**src/rtl/eth_hdr_extract_if.sv**
```systemverilog
// Byte-stream and header-strobe bundle between an rx front end and eth_hdr_extract.
// ivalid qualifies idata every cycle and there is no ready: the block accepts every byte, and all
// o* strobes are single-cycle pulses that downstream must take when they are high.
interface eth_hdr_extract_if #(
  parameter int pDATA_WIDTH = 8,
  parameter int pLEN_WIDTH  = 11
);
  logic [pDATA_WIDTH-1:0] idata;
  logic                   ivalid;
  logic [pDATA_WIDTH-1:0] odata;
  logic                   odst_valid;
  logic                   osrc_valid;
  logic [15:0]            oethertype;
  logic                   oethertype_valid;
  logic [pLEN_WIDTH-1:0]  olen;
  logic                   ofrm_done;
  logic                   oerr;
  logic [2:0]             dbg_state;

  modport master (
    output idata, ivalid,
    input  odata, odst_valid, osrc_valid, oethertype, oethertype_valid,
    input  olen, ofrm_done, oerr, dbg_state
  );

  modport slave (
    input  idata, ivalid,
    output odata, odst_valid, osrc_valid, oethertype, oethertype_valid,
    output olen, ofrm_done, oerr, dbg_state
  );
endinterface

```
**src/rtl/eth_hdr_extract.sv**
```systemverilog
// Ethernet rx header parser: strips preamble/SFD, strobes DA/SA bytes, captures EtherType,
// counts payload bytes (FCS included) and flags malformed frames. One cycle input-to-output.
module eth_hdr_extract #(
  parameter int               pDATA_WIDTH   = 8,
  parameter int               pMAC_BYTES    = 6,
  parameter int               pMAX_PREAMBLE = 7,
  parameter logic [7:0]       pSFD          = 8'hD5,
  parameter int               pLEN_WIDTH    = 11
) (
  input logic              iclk,
  input logic              irst_n,
  eth_hdr_extract_if.slave bus
);
  localparam logic [2:0] S_IDLE = 3'd0;
  localparam logic [2:0] S_PRE  = 3'd1;
  localparam logic [2:0] S_DST  = 3'd2;
  localparam logic [2:0] S_SRC  = 3'd3;
  localparam logic [2:0] S_TYPE = 3'd4;
  localparam logic [2:0] S_PAY  = 3'd5;
  localparam logic [2:0] S_DROP = 3'd6;

  localparam int PRE_W  = $clog2(pMAX_PREAMBLE + 2);
  localparam int BYTE_W = (pMAC_BYTES > 2) ? $clog2(pMAC_BYTES) : 1;

  localparam logic [PRE_W-1:0]       PRE_MAX   = PRE_W'(pMAX_PREAMBLE);
  localparam logic [PRE_W-1:0]       PRE_ONE   = PRE_W'(1);
  localparam logic [BYTE_W-1:0]      BYTE_LAST = BYTE_W'(pMAC_BYTES - 1);
  localparam logic [BYTE_W-1:0]      BYTE_ONE  = BYTE_W'(1);
  localparam logic [pLEN_WIDTH-1:0]  LEN_MAX   = '1;
  localparam logic [pLEN_WIDTH-1:0]  LEN_ONE   = pLEN_WIDTH'(1);
  localparam logic [pDATA_WIDTH-1:0] PRE_BYTE  = pDATA_WIDTH'(8'h55);
  localparam logic [pDATA_WIDTH-1:0] SFD_BYTE  = pDATA_WIDTH'(pSFD);

  logic [2:0]             state;
  logic                   rvalid_d;
  logic [PRE_W-1:0]       pre_cnt;
  logic [PRE_W-1:0]       pre_base;
  logic [BYTE_W-1:0]      byte_cnt;
  logic [pDATA_WIDTH-1:0] type_hi;
  logic [pLEN_WIDTH-1:0]  pay_cnt;
  logic                   frame_start;

  logic [pDATA_WIDTH-1:0] odata_r;
  logic                   odst_valid_r;
  logic                   osrc_valid_r;
  logic [15:0]            oethertype_r;
  logic                   oethertype_valid_r;
  logic [pLEN_WIDTH-1:0]  olen_r;
  logic                   ofrm_done_r;
  logic                   oerr_r;

  // A rising ivalid is required to open a frame, so a frame already running at reset release is skipped.
  assign frame_start = (state == S_IDLE) && bus.ivalid && !rvalid_d;

  // The first byte of a frame is judged as preamble straight from IDLE with a zero count.
  always_comb begin
    pre_base = '0;
    if (state == S_PRE) pre_base = pre_cnt;
  end

  always_ff @(posedge iclk) begin
    if (!irst_n) begin
      state              <= S_IDLE;
      rvalid_d           <= 1'b1;
      pre_cnt            <= '0;
      byte_cnt           <= '0;
      type_hi            <= '0;
      pay_cnt            <= '0;
      odata_r            <= '0;
      odst_valid_r       <= 1'b0;
      osrc_valid_r       <= 1'b0;
      oethertype_r       <= '0;
      oethertype_valid_r <= 1'b0;
      olen_r             <= '0;
      ofrm_done_r        <= 1'b0;
      oerr_r             <= 1'b0;
    end else begin
      rvalid_d           <= bus.ivalid;
      odst_valid_r       <= 1'b0;
      osrc_valid_r       <= 1'b0;
      oethertype_valid_r <= 1'b0;
      ofrm_done_r        <= 1'b0;
      oerr_r             <= 1'b0;
      case (state)
        S_IDLE, S_PRE: begin
          if ((state == S_PRE) && !bus.ivalid) begin
            oerr_r <= 1'b1;
            state  <= S_IDLE;
          end else if (frame_start || (state == S_PRE)) begin
            if (bus.idata == PRE_BYTE) begin
              if (pre_base == PRE_MAX) begin
                oerr_r <= 1'b1;
                state  <= S_DROP;
              end else begin
                pre_cnt <= pre_base + PRE_ONE;
                state   <= S_PRE;
              end
            end else if (bus.idata == SFD_BYTE) begin
              byte_cnt <= '0;
              state    <= S_DST;
            end else begin
              oerr_r <= 1'b1;
              state  <= S_DROP;
            end
          end
        end
        S_DST, S_SRC: begin
          if (!bus.ivalid) begin
            oerr_r <= 1'b1;
            state  <= S_IDLE;
          end else begin
            odata_r      <= bus.idata;
            odst_valid_r <= (state == S_DST);
            osrc_valid_r <= (state == S_SRC);
            if (byte_cnt == BYTE_LAST) begin
              byte_cnt <= '0;
              state    <= (state == S_DST) ? S_SRC : S_TYPE;
            end else begin
              byte_cnt <= byte_cnt + BYTE_ONE;
            end
          end
        end
        S_TYPE: begin
          if (!bus.ivalid) begin
            oerr_r <= 1'b1;
            state  <= S_IDLE;
          end else if (byte_cnt == '0) begin
            type_hi  <= bus.idata;
            byte_cnt <= BYTE_ONE;
          end else begin
            oethertype_r       <= 16'({type_hi, bus.idata});
            oethertype_valid_r <= 1'b1;
            byte_cnt           <= '0;
            pay_cnt            <= '0;
            state              <= S_PAY;
          end
        end
        S_PAY: begin
          if (bus.ivalid) begin
            if (pay_cnt != LEN_MAX) pay_cnt <= pay_cnt + LEN_ONE;
          end else begin
            olen_r      <= pay_cnt;
            ofrm_done_r <= 1'b1;
            state       <= S_IDLE;
          end
        end
        S_DROP: begin
          if (!bus.ivalid) state <= S_IDLE;
        end
        default: state <= S_IDLE;
      endcase
    end
  end

  assign bus.odata            = odata_r;
  assign bus.odst_valid       = odst_valid_r;
  assign bus.osrc_valid       = osrc_valid_r;
  assign bus.oethertype       = oethertype_r;
  assign bus.oethertype_valid = oethertype_valid_r;
  assign bus.olen             = olen_r;
  assign bus.ofrm_done        = ofrm_done_r;
  assign bus.oerr             = oerr_r;
  assign bus.dbg_state        = state;
endmodule

```
**src/flat_wrapper.sv**
```systemverilog
// flat-port wrapper written by rule: the top's interface ports become plain ports
module eth_hdr_extract_flat 
#(
  parameter int               pDATA_WIDTH   = 8,
  parameter int               pMAC_BYTES    = 6,
  parameter int               pMAX_PREAMBLE = 7,
  parameter logic [7:0]       pSFD          = 8'hD5,
  parameter int               pLEN_WIDTH    = 11
)
  (iclk, irst_n, bus_idata, bus_ivalid, bus_odata, bus_odst_valid, bus_osrc_valid, bus_oethertype, bus_oethertype_valid, bus_olen, bus_ofrm_done, bus_oerr, bus_dbg_state);
  eth_hdr_extract_if #(.pDATA_WIDTH(pDATA_WIDTH), .pLEN_WIDTH(pLEN_WIDTH)) bus_i ();
  input logic iclk;
  input logic irst_n;
  input wire logic [$bits(bus_i.idata)-1:0] bus_idata;
  input wire logic [$bits(bus_i.ivalid)-1:0] bus_ivalid;
  output wire logic [$bits(bus_i.odata)-1:0] bus_odata;
  output wire logic [$bits(bus_i.odst_valid)-1:0] bus_odst_valid;
  output wire logic [$bits(bus_i.osrc_valid)-1:0] bus_osrc_valid;
  output wire logic [$bits(bus_i.oethertype)-1:0] bus_oethertype;
  output wire logic [$bits(bus_i.oethertype_valid)-1:0] bus_oethertype_valid;
  output wire logic [$bits(bus_i.olen)-1:0] bus_olen;
  output wire logic [$bits(bus_i.ofrm_done)-1:0] bus_ofrm_done;
  output wire logic [$bits(bus_i.oerr)-1:0] bus_oerr;
  output wire logic [$bits(bus_i.dbg_state)-1:0] bus_dbg_state;
  assign bus_i.idata = bus_idata;
  assign bus_i.ivalid = bus_ivalid;
  assign bus_odata = bus_i.odata;
  assign bus_odst_valid = bus_i.odst_valid;
  assign bus_osrc_valid = bus_i.osrc_valid;
  assign bus_oethertype = bus_i.oethertype;
  assign bus_oethertype_valid = bus_i.oethertype_valid;
  assign bus_olen = bus_i.olen;
  assign bus_ofrm_done = bus_i.ofrm_done;
  assign bus_oerr = bus_i.oerr;
  assign bus_dbg_state = bus_i.dbg_state;
  eth_hdr_extract #(.pDATA_WIDTH(pDATA_WIDTH), .pMAC_BYTES(pMAC_BYTES), .pMAX_PREAMBLE(pMAX_PREAMBLE), .pSFD(pSFD), .pLEN_WIDTH(pLEN_WIDTH)) u_core (.iclk(iclk), .irst_n(irst_n), .bus(bus_i));
endmodule
```
**config.mk**
```make
export PLATFORM = sky130hd
export DESIGN_NAME = eth_hdr_extract_flat
export DESIGN_NICKNAME = d
export VERILOG_FILES = /design/src/rtl/eth_hdr_extract_if.sv /design/src/rtl/eth_hdr_extract.sv /design/src/flat_wrapper.sv
export SDC_FILE = /design/constraint.sdc
export NUM_CORES = 1
export LEC_CHECK = 0
export CAP_MARGIN = 10
export CORE_AREA = 2 2 75 77
export CTS_BUF_LIST = sky130_fd_sc_hd__clkbuf_2 sky130_fd_sc_hd__clkbuf_4 sky130_fd_sc_hd__clkbuf_8
export DETAILED_ROUTE_END_ITERATION = 6
export DIE_AREA = 0 0 77 79
export DONT_BUFFER_PORTS = 1
export HOLD_SLACK_MARGIN = 0.08
export PLACE_DENSITY = 0.75
export SETUP_SLACK_MARGIN = 0.15
export SLEW_MARGIN = 40
export SYNTH_ARGS = -nofsm -noshare
export SYNTH_HDL_FRONTEND = slang
export SYNTH_SLANG_ARGS = --single-unit
```
**constraint.sdc**
```tcl
create_clock -name iclk -period 5 [get_ports iclk]
set_clock_uncertainty 0.05 [all_clocks]
set_input_delay 0.75 -clock iclk [delete_from_list [all_inputs] [get_ports iclk]]
set_output_delay 0.75 -clock iclk [all_outputs]
set_load 0.02 [all_outputs]
```
; Word level (Yosys, flattened, before mapping)
; Cells that the tools add are included.
[word_totals]
output_inout_bits = 43
latchBits = 0
n_memories = 0
mem_bits_rw = 0
mem_bits_ro = 0
register_bits = 70
[op_classes]
n_eq_ne = 24
reduce_logical = 25
multipliers = 0
mux = 35
shifts = 0
div_mod_pow = 0
n_addsub = 3
bitwise = 4
order_cmp = 0
[ops]
columns = operator, n
row1 = $mux 3, 18
row2 = $mux 11, 4
row3 = $pmux 11 s2, 1
row4 = $ne 2x2->1 const B, 7
row5 = $eq 3x3->1 const B, 4
row6 = $pmux 3 s4, 1
row7 = $reduce_and 3->1, 4
row8 = $add 11x1->11 const B, 1
row9 = $ne 11x11->1 const B, 1
row10 = $reduce_and 5->1, 2
row11 = $pmux 3 s3, 1
row12 = $eq 8x7->1 const B, 1
row13 = $eq 8x8->1 const B, 1
row14 = $mux 1, 8
row15 = $reduce_and 7->1, 1
row16 = $eq 3x2->1 const B, 2
row17 = $logic_not 3->1, 2
row18 = $ne 2x1->1 const B, 3
row19 = $reduce_and 2->1, 3
row20 = $reduce_or 2->1, 3
row21 = $add 4x1->4 const B, 1
row22 = $eq 4x3->1 const B, 1
row23 = $mux 4, 1
row24 = $not 1->1, 4
row25 = 13 further kinds, 16

; Logic depth before layout (Yosys ltp)
; Gate-level depths: netlist of run 1.
[logic_depth]
word_depth = 8
depth_mapped = 11
depth_no_buf = 10

; Worst setup path before layout of run 1
; OpenSTA, ideal clock, no wires.
[synth_timing]
path_type = register to register
startpoint = register u_core.state[2], in the netlist u_core.bus.dbg_state[2]
endpoint = register u_core.state[1], in the netlist u_core.bus.dbg_state[1]
setup_time_ns = 0.059
arrival_time_ns = 2.251
synth_period_minus_slack_ns = 2.361
t_required_ns = 4.891
stages_incl_launch_ff = 11
setup_slack_ns = 2.639
path_cell_list = dfxtp_1 buf_4 clkbuf_1 nor3_1 nand2_1 inv_1 ha_1 nand4b_1 and4b_1 a2111oi_0 o31a_1
[synth_via]
elab_chain_len = 8
word_cells_on_any_way = 29
cone_classes = eq/ne (11) / mux (9) / reduce/logical (9)
[synth_lines]
columns = item, line_no
row1 = "start, declared", eth_hdr_extract.sv:34  ; logic [2:0] state;
row2 = "start signal, assigned", eth_hdr_extract.sv:117  ; state <= (state == S_DST) ? S_SRC : S_TYPE;
row3 = $eq 3x1->1, -
row4 = $mux 4, eth_hdr_extract.sv:58  ; if (state == S_PRE) pre_base = pre_cnt;
row5 = $eq 4x3->1, eth_hdr_extract.sv:91  ; if (pre_base == PRE_MAX) begin
row6 = $mux 3, eth_hdr_extract.sv:91
row7 = $mux 3, eth_hdr_extract.sv:90  ; if (bus.idata == PRE_BYTE) begin
row8 = $mux 3, eth_hdr_extract.sv:89  ; end else if (frame_start || (state == S_PRE)) begin
row9 = $mux 3, eth_hdr_extract.sv:86  ; if ((state == S_PRE) && !bus.ivalid) begin
row10 = $pmux 3 s4, eth_hdr_extract.sv:84  ; case (state)
; Several ways; a longest one is shown, not always the timed one. The select of a mux whose other input is x is not followed.
; A chain may end at the register's enable or synchronous reset.

; Final worst setup path of run 1
[layout_timing]
startpoint = register u_core.state[2], in the netlist u_core.bus.dbg_state[2]
endpoint = register u_core.pre_cnt[1]
[layout_via]
elab_chain_len = 5
word_cells_on_any_way = 13
cone_classes = add/sub (1) / eq/ne (2) / mux (1) / bitwise (2) / reduce/logical (7)
[layout_lines]
columns = item, line_no
row1 = "parallel branches: the longest is 5 deep, another holds $add 4x1->4", -
row2 = "end signal, assigned", eth_hdr_extract.sv:95  ; pre_cnt <= pre_base + PRE_ONE;
row3 = "end, declared", eth_hdr_extract.sv:36  ; logic [PRE_W-1:0] pre_cnt;
; Parallel ways; which one is timed is not known.

==> results by group, run 1 <==
Critical path
  – Arrival @ worst endpoint: around 2900 ps
  – CP required: 5180 ps
  – Crit path max-delay cell type: dfxtp_1
  – Delay-heaviest family, CP: simple AND/OR/NAND/NOR gates
  – FF-to-FF path depth: 8
  – WP buf/inv: 0
  – Reg2reg setup slack: 2320 ps
  – Reg2reg end: u_core.pre_cnt[1]$_SDFFE_PN0P_
  – Critical path class: flip-flop to flip-flop
  – CP Cell Sequence: nor2_1, and3_1, ha_1, nand4b_1, nand4_1, a21oi_2, mux2i_1, nor2b_1
  – R2r startpoint: u_core.bus.dbg_state[2]$_SDFFE_PN0P_
  – Startpoint Class: flip-flop
  – Slowest stage delay, CP: ~880 ps
  – CP max FO: 20
  – Setup crit end kind: flip-flop

Clock network
  – Post-CTS Hold Buffers: 0
  – CTS clk-pin slew, worst paths: 70 ps
  – CTS buffer count: 9
  – Resized Gates After CTS: 0
  – Post-CTS setup buffers: 0
  – Clk buf depth: 2
  – Sink Count: 70
  – H-Tree Level Count: 3
  – Clk root buf: clkbuf_8
  – CTS tree: yes
  – Later-pin clock latency in the skew report: 340 ps

Power and ir drop
  – Sw Pwr: about 0.41 mW
  – LEAKAGE: 1.13 nW
  – Power Density: 398 nW/um2
  – Share of total power in combinational logic: 14.8%
  – Worst IR Drop VDD: 260 uV
  – Part of the power in registers: 52.0%
  – Clock power frac: 33.2%
  – P_int: 0.906 mW
  – Sw Ratio: 31.0%

GRT
  – Total gr overflow: 0
  – Initial antenna violation count: 0
  – Pin count of the biggest net entering global routing: 66
  – GRT Util Overall: 22.3%
  – First-pass GRT wire length: 11000 um
  – Vias in the first global route: 2323

Routing
  – Remaining DRCs: 0
  – Vias/cell: 5.80
  – Routed length per instance: 15.0 um
  – WL final: 6360 um
  – 1st-iter DRT viols: 125
  – DRT Pass-1 Iters: 4
  – Routed vias: ~2500
  – Antenna viol nets, final: 0

Synthesis
  – Seq cells post-synth: 70
  – Sequential share of the synthesized area: 45.3%
  – Mapped cell area: 3100 um2
  – Ys async rst share: 0%
  – Syn Area/Cell: 8.67 um2
  – Ys flop type: dfxtp_1
  – Post-synth EDFFs: 0
  – Net Count, Synth: 370
  – Netlist cell types: 51
  – Yosys warns: 0
  – Synth Instances: roughly 360

Hold path
  – Hold endpoint: u_core.bus.oethertype[12]$_SDFFE_PN0P_
  – Hold Path Stages: 2
  – Worst hold path class: flip-flop to flip-flop
  – HP Start: u_core.type_hi[4]$_SDFFE_PN0P_

Timing
  – Max-slew headroom: 43.4%
  – Final Critical Period: 2680 ps
  – Max Freq: 373 MHz
  – Max Slew Vio Count: 0
  – Final setup viols: 0
  – Period utilization: 53.6%
  – RSZ-0062 raised after global routing: no
  – Final setup TNS: 0 ps
  – Slew @ Worst Pin: 848 ps
  – Final hold vios: 0
  – Worst setup margin: 2320 ps

Die
  – Initial core utilization: between 50% and 60%
  – Die width: 77 um
  – Die height: 79 um
  – # rows: 27
  – Core footprint: 5340 um2
  – Die ar.: 6080 um2
  – Ports: 54

Placement
  – Post-DP Area: between 3000 and 4000 um2
  – Final HPWL DP: 4230 um
  – Post-placement setup slack: 2070 ps
  – Placer Congestion: 0.855
  – # port buffers: 0

Outcome
  – Outcome: finished clean

Final layout
  – Fin area: 3300 um2
  – Ant diodes: 0
  – Fin util: 61.7%
  – Share of cells above drive strength 1: 8.24%
  – Area Growth Syn to Fin: 6.42%
  – Nets: 360

Run
  – Max-Cap Viols: 0
through the flow:
stage               total power [mW]  hold slack (ps)  cells
finish                          1.31              416    424
global route                    1.37              437    424
CTS                             1.32              420    424
detailed placement             0.885              408    408
global placement               0.879              399    408
floorplan                      0.855              390    357
synthesized netlist by cell type (3+ instances only):
cell      count  area, um2
nand2_1      85        319
dfxtp_1      70       1400
a21boi_0     35        263
nor2_1       15       56.3
clkbuf_1     13       48.8
nor2b_1      12       75.1
nand3_1      11       55.1
mux2i_1      10        100
a21oi_1       9       45.0
nor3_1        8       40.0
o21ai_0       7       35.0
buf_2         6       30.0
xnor2_1       6       52.6
and3_1        5       31.3
inv_1         5       18.8
nor3b_1       5       37.5
a211oi_1      3       22.5
and2_1        3       18.8
nand4_1       3       18.8
nor3_2        3       30.0
o211ai_1      3       22.5
cells in the final DEF, fill, tap and decap left out, drive strengths merged, types with 3 or more instances in the layout:
master	synthesis	routed
nor3b	5	5
nor3	11	11
o21ai	7	7
mux2i	10	10
dfxtp	70	70
nor2b	12	12
nand2	86	86
and2	3	3
a211oi	3	3
nor4	4	4
clkbuf	13	14
a21oi	10	10
nand4	3	3
xnor2	6	6
inv	5	5
nand3	11	11
nor2	15	15
and3	5	5
a21boi	35	35
o211ai	3	3
state kept, by name, indices dropped and copies added (netlist names):
register	flops
u_core.bus.dbg_state	3
u_core.bus.oethertype_valid	1
u_core.bus.olen	11
u_core.bus.odst_valid	1
u_core.bus.oethertype	16
u_core.bus.ofrm_done	1
u_core.pay_cnt	11
u_core.rvalid_d	1
u_core.pre_cnt	4
u_core.bus.odata	8
u_core.byte_cnt	3
u_core.bus.osrc_valid	1
u_core.bus.oerr	1
u_core.type_hi	8
worst min-delay path, stage by stage (launching register included):
cell	delay (ps)
dfxtp_1	320
nand2_1	50
a21boi_0	60
layer usage:
metal,vias up,GRT usage (%),share of wire (%)
met5,-,0,0
met4,0,11.3,2.2
met3,15,5.34,5.1
met2,61,34.3,45
met1,1162,29.6,48
li1,1223,-,-
power groups by stage:
| stage | clock [mW] | combinational (mW) | sequential, mW |
|---|---|---|---|
| after floorplan | 0 | 0.207 | 0.648 |
| after global placement | 0 | 0.189 | 0.690 |
| after detailed placement | 0 | 0.193 | 0.693 |
| after CTS | 0.442 | 0.194 | 0.680 |
| after global routing | 0.466 | 0.221 | 0.687 |
| final | 0.436 | 0.195 | 0.682 |
final cells by class:
class                           instances  area [um2]
Clock inverter                          2        15.0
Inverter                                5        18.8
Sequential cell                        70        1400
Clock buffer                           14         180
Multi-Input combinational cell        261        1590
Fill cell                             504        2040
Tap cell                               72        90.1
worst max path at each step:
stage / start / cells after the start / slack, ps / end
5_1_grt: u_core.bus.dbg_state[0]$_SDFFE_PN0P_ / 9 / 2080 / u_core.bus.dbg_state[1]$_SDFFE_PN0P_
3_3_place_gp: u_core.bus.dbg_state[0]$_SDFFE_PN0P_ / 9 / 2250 / u_core.bus.dbg_state[1]$_SDFFE_PN0P_
2_1_floorplan: u_core.bus.dbg_state[2]$_SDFFE_PN0P_ / 10 / 2640 / u_core.bus.dbg_state[1]$_SDFFE_PN0P_
4_1_cts: u_core.bus.dbg_state[0]$_SDFFE_PN0P_ / 9 / 2050 / u_core.bus.dbg_state[1]$_SDFFE_PN0P_
3_5_place_dp: u_core.bus.dbg_state[0]$_SDFFE_PN0P_ / 9 / 2070 / u_core.bus.dbg_state[1]$_SDFFE_PN0P_
6_report: u_core.bus.dbg_state[2]$_SDFFE_PN0P_ / 8 / 2320 / u_core.pre_cnt[1]$_SDFFE_PN0P_
kinds of logic after synthesis:
logic type | share of synthesized area (%)
simple gates | 28.0
flops | 45.3
mux | 3.23
compound gates | 17.1
xor+xnor | 1.98
fa+ha+maj | 0.808
buf+inv | 3.64
Note: power is estimated with default switching activity, not from simulation.
==> inputs of run 2 (changes only) <==
--- a/config.mk
+++ b/config.mk
@@ -5,14 +5,15 @@
 export SDC_FILE = /design/constraint.sdc
 export NUM_CORES = 1
 export LEC_CHECK = 0
+export ABC_AREA = 1
 export CAP_MARGIN = 10
-export CORE_AREA = 2 2 75 77
+export CORE_AREA = 2 2 74 76
 export CTS_BUF_LIST = sky130_fd_sc_hd__clkbuf_2 sky130_fd_sc_hd__clkbuf_4 sky130_fd_sc_hd__clkbuf_8
 export DETAILED_ROUTE_END_ITERATION = 6
-export DIE_AREA = 0 0 77 79
+export DIE_AREA = 0 0 76 78
 export DONT_BUFFER_PORTS = 1
 export HOLD_SLACK_MARGIN = 0.08
-export PLACE_DENSITY = 0.75
+export PLACE_DENSITY = 0.74
 export SETUP_SLACK_MARGIN = 0.15
 export SLEW_MARGIN = 40
 export SYNTH_ARGS = -nofsm -noshare
==> constraint.sdc (replaced) <==
create_clock -name iclk -period 2.57 [get_ports iclk]
set_clock_uncertainty 0.05 [all_clocks]
set_input_delay 0.3855 -clock iclk [delete_from_list [all_inputs] [get_ports iclk]]
set_output_delay 0.3855 -clock iclk [all_outputs]
set_load 0.02 [all_outputs]
==> run 2 against run 1 <==
  * Global-route usage increased by 0.63 points
  * Area after synthesis decreased by 3.8%
  * Final area decreased by 2.4%
==> results by group, run 2 <==
Clock network
  – Later-pin clock latency in the skew report: 350 ps (about the same)
  – CTS tree: yes
  – CTS buffer count: 9 (unchanged)
  – H-Tree Level Count: 3 (unchanged)
  – CTS clk-pin slew, worst paths: 70 ps (about the same)
  – Sink Count: 70 (unchanged)
  – Clk buf depth: 2 (unchanged)
  – Clk root buf: clkbuf_8
  – Post-CTS setup buffers: 0 (unchanged)

Placement
  – Placer Congestion: 0.867 (+1.5%)
  – # port buffers: 0 (unchanged)
  – Final HPWL DP: 4400 um (+4.0%)
  – Post-DP Area: 3000 um2 (-3.1%)

Power and ir drop
  – LEAKAGE: 1.30 nW (+15%)
  – Power Density: 837 nW/um2 (+110%)
  – Worst IR Drop VDD: 548 uV (+110%)
  – PnR Total Power: 2.69 mW (+110%)

Timing
  – Final hold vios: 0 (unchanged)
  – Max Freq: 470 MHz (+26%)
  – RSZ-0062 raised after global routing: no
  – Final Critical Period: 2130 ps (-555 ps)
  – Period utilization: 82.8% (+29 points)
  – Final setup viols: 0 (unchanged)
  – Max-slew headroom: 61.7% (+18 points)
  – Max Slew Vio Count: 0 (unchanged)
  – Slew @ Worst Pin: 574 ps (-274 ps)
  – Final setup TNS: 0 ps (unchanged)

Critical path
  – Setup crit end kind: flip-flop
  – Crit path max-delay cell type: dfxtp_1
  – CP Cell Sequence: nor2_4, nand2_2, nor2_1, ha_1, nand4_1, o21ai_2, nor2_4, nand2_2, nand2_1, nand2_1, nor2_1
  – Arrival @ worst endpoint: 2320 ps (-550 ps)
  – Startpoint Class: flip-flop
  – Reg2reg end: u_core.pre_cnt[2]$_SDFFE_PN0P_
  – FF-to-FF path depth: 11 (+3)
  – WP buf/inv: 0 (unchanged)
  – Reg2reg setup slack: 440 ps (-1880 ps)
  – Critical path class: flip-flop to flip-flop
  – CP max FO: 8 (-60%)
  – R2r startpoint: u_core.bus.dbg_state[1]$_SDFFE_PN0P_
  – CP required: 2760 ps (-2420 ps)
  – Delay-heaviest family, CP: simple AND/OR/NAND/NOR gates
  – Slowest stage delay, CP: 500 ps (-380 ps)

Hold path
  – Hold Path Stages: 2 (unchanged)
  – Worst hold path class: primary input to flip-flop
  – HP Start: irst_n
  – Hold endpoint: u_core.pre_cnt[1]$_SDFFE_PN0P_

Die
  – Die width: 76 um (-1.3%)
  – Ports: 54 (unchanged)
  – Initial core utilization: 59.1% (+1.1 points)
  – Core footprint: 5040 um2 (-5.5%)
  – Die ar.: 5930 um2 (-2.5%)
  – Die height: 78 um (-1.3%)
  – # rows: 26 (-3.7%)

Synthesis
  – Top-count cell post-synth: dfxtp_1
  – Synth cell count leaders: dfxtp_1 (70), nand2_1 (66), nor2_1 (47)
  – Ys flop type: dfxtp_1
  – Mapped cell area: 2980 um2 (-3.8%)
  – Synth Instances: 388 (+8.7%)
  – Share of the synthesized area in the top cell type: 47.0% (+1.8 points)
  – Netlist cell types: 27 (-47%)
  – Post-synth EDFFs: 0 (unchanged)
  – Ys async rst share: 0% (unchanged)
  – Syn Area/Cell: 7.68 um2 (-11%)
  – Yosys warns: 0 (unchanged)
  – Seq cells post-synth: 70 (unchanged)
  – Post-synth top area cell: dfxtp_1
  – Synth area leaders: dfxtp_1 (47%), nand2_1 (8.3%), a21oi_1 (7.1%)
  – Net Count, Synth: 401 (+8.4%)
  – Sequential share of the synthesized area: 47.0% (+1.8 points)

GRT
  – Vias in the first global route: 2307 (-0.69%)
  – Initial antenna violation count: 0 (unchanged)
  – First-pass GRT wire length: 10800 um (-1.8%)
  – GRT Util Overall: 23.0% (+0.63 points)
  – Total gr overflow: 0 (unchanged)
  – Pin count of the biggest net entering global routing: 34 (-48%)

Final layout
  – Most common cell after layout, fill and taps aside: dfxtp_1
  – Fin area: 3220 um2 (-2.4%)
  – Ant diodes: 0 (unchanged)
  – Multi-input gate area: 1340 um2 (-16%)
  – Fin util: 63.8% (+2.1 points)
  – Share of cells above drive strength 1: 13.6% (+5.4 points)
  – Max reg flops: 16 (unchanged)
  – Nets: 405 (+13%)
  – Commonest cells after routing, fill and taps aside: dfxtp_1 (70), nand2_1 (66), nor2_1 (47), a21oi_1 (42), o21ai_0 (40)
  – Area Growth Syn to Fin: 7.98%
  – Register area: 1400 um2 (about the same)
  – Fill cells: 438 (-13%)

Run
  – Max-Cap Viols: 0 (unchanged)

Routing
  – 1st-iter DRT viols: 137 (+9.6%)
  – Remaining DRCs: 0 (unchanged)
  – WL final: 6440 um (+1.3%)
  – Routed vias: 2454 (-0.28%)
  – Vias/cell: 5.25 (-9.5%)
  – DRT Pass-1 Iters: 4 (unchanged)
  – Routed length per instance: 13.8 um (-8.1%)
  – Antenna viol nets, final: 0 (unchanged)

Outcome
  – Outcome: finished clean
-- run 2: cell families (layout without fill, tap and decap cells) --
group	after synthesis	count (layout)	share of synthesized area, %
xor+xnor	2	2	0.588
flops	70	70	47.0
simple gates	166	166	26.3
buf+inv	54	63	8.06
compound gates	94	94	17.2
fa+ha+maj	2	2	0.839
-- run 2: worst max-delay path by stage --
stage / from / endpoint / slack, ps / cells past startpoint
finish: u_core.bus.dbg_state[1]$_SDFFE_PN0P_ / u_core.pre_cnt[2]$_SDFFE_PN0P_ / 440 / 11
global route: u_core.bus.dbg_state[1]$_SDFFE_PN0P_ / u_core.bus.dbg_state[1]$_SDFFE_PN0P_ / 230 / 10
CTS: u_core.bus.dbg_state[1]$_SDFFE_PN0P_ / u_core.pre_cnt[2]$_SDFFE_PN0P_ / 450 / 11
detailed placement: u_core.bus.dbg_state[1]$_SDFFE_PN0P_ / u_core.pre_cnt[2]$_SDFFE_PN0P_ / 470 / 11
global placement: u_core.bus.dbg_state[1]$_SDFFE_PN0P_ / u_core.pre_cnt[2]$_SDFFE_PN0P_ / 530 / 11
floorplan: u_core.bus.dbg_state[0]$_SDFFE_PN0P_ / u_core.pre_cnt[2]$_SDFFE_PN0P_ / 670 / 11
-- run 2: layout make-up --
cell class              count  share of cell area (%)
multi-input cells         264                    41.6
flip-flops and latches     70                    43.5
well taps                  70                    2.72
clock inverters             4                   0.894
inverters                  43                    5.02
clock buffers              12                    5.13
repair buffers              4                    1.09
-- run 2: routing by layer --
layer,vias up,share of wire (%),track usage [%]
met5,-,0,0
met4,0,1.6,13.3
met3,9,6.2,6.86
met2,59,49,37.7
met1,1112,43,26.9
li1,1274,-,-
-- run 2: through the flow --
step	setup slack (ps)	hold WS (ps)	std cells
after global routing	228	112	467
final	442	117	467
after global placement	528	386	449
after floorplan	670	375	388
after detailed placement	470	391	449
after CTS	447	96.3	467
-- run 2: where the power goes --
part           total (mW)  switching (mW)  internal, mW
Sequential           1.30           0.136          1.16
Clock               0.844           0.413         0.431
Combinational       0.551           0.373         0.178
Total                2.69           0.923          1.77
-- run 2: what timing repair did --
| item | CTS | global route |
|---|---|---|
| hold buffers | 2 | 0 |
| endpoints found under the hold margin | 1 | 0 |
| resized for setup | 0 | 0 |
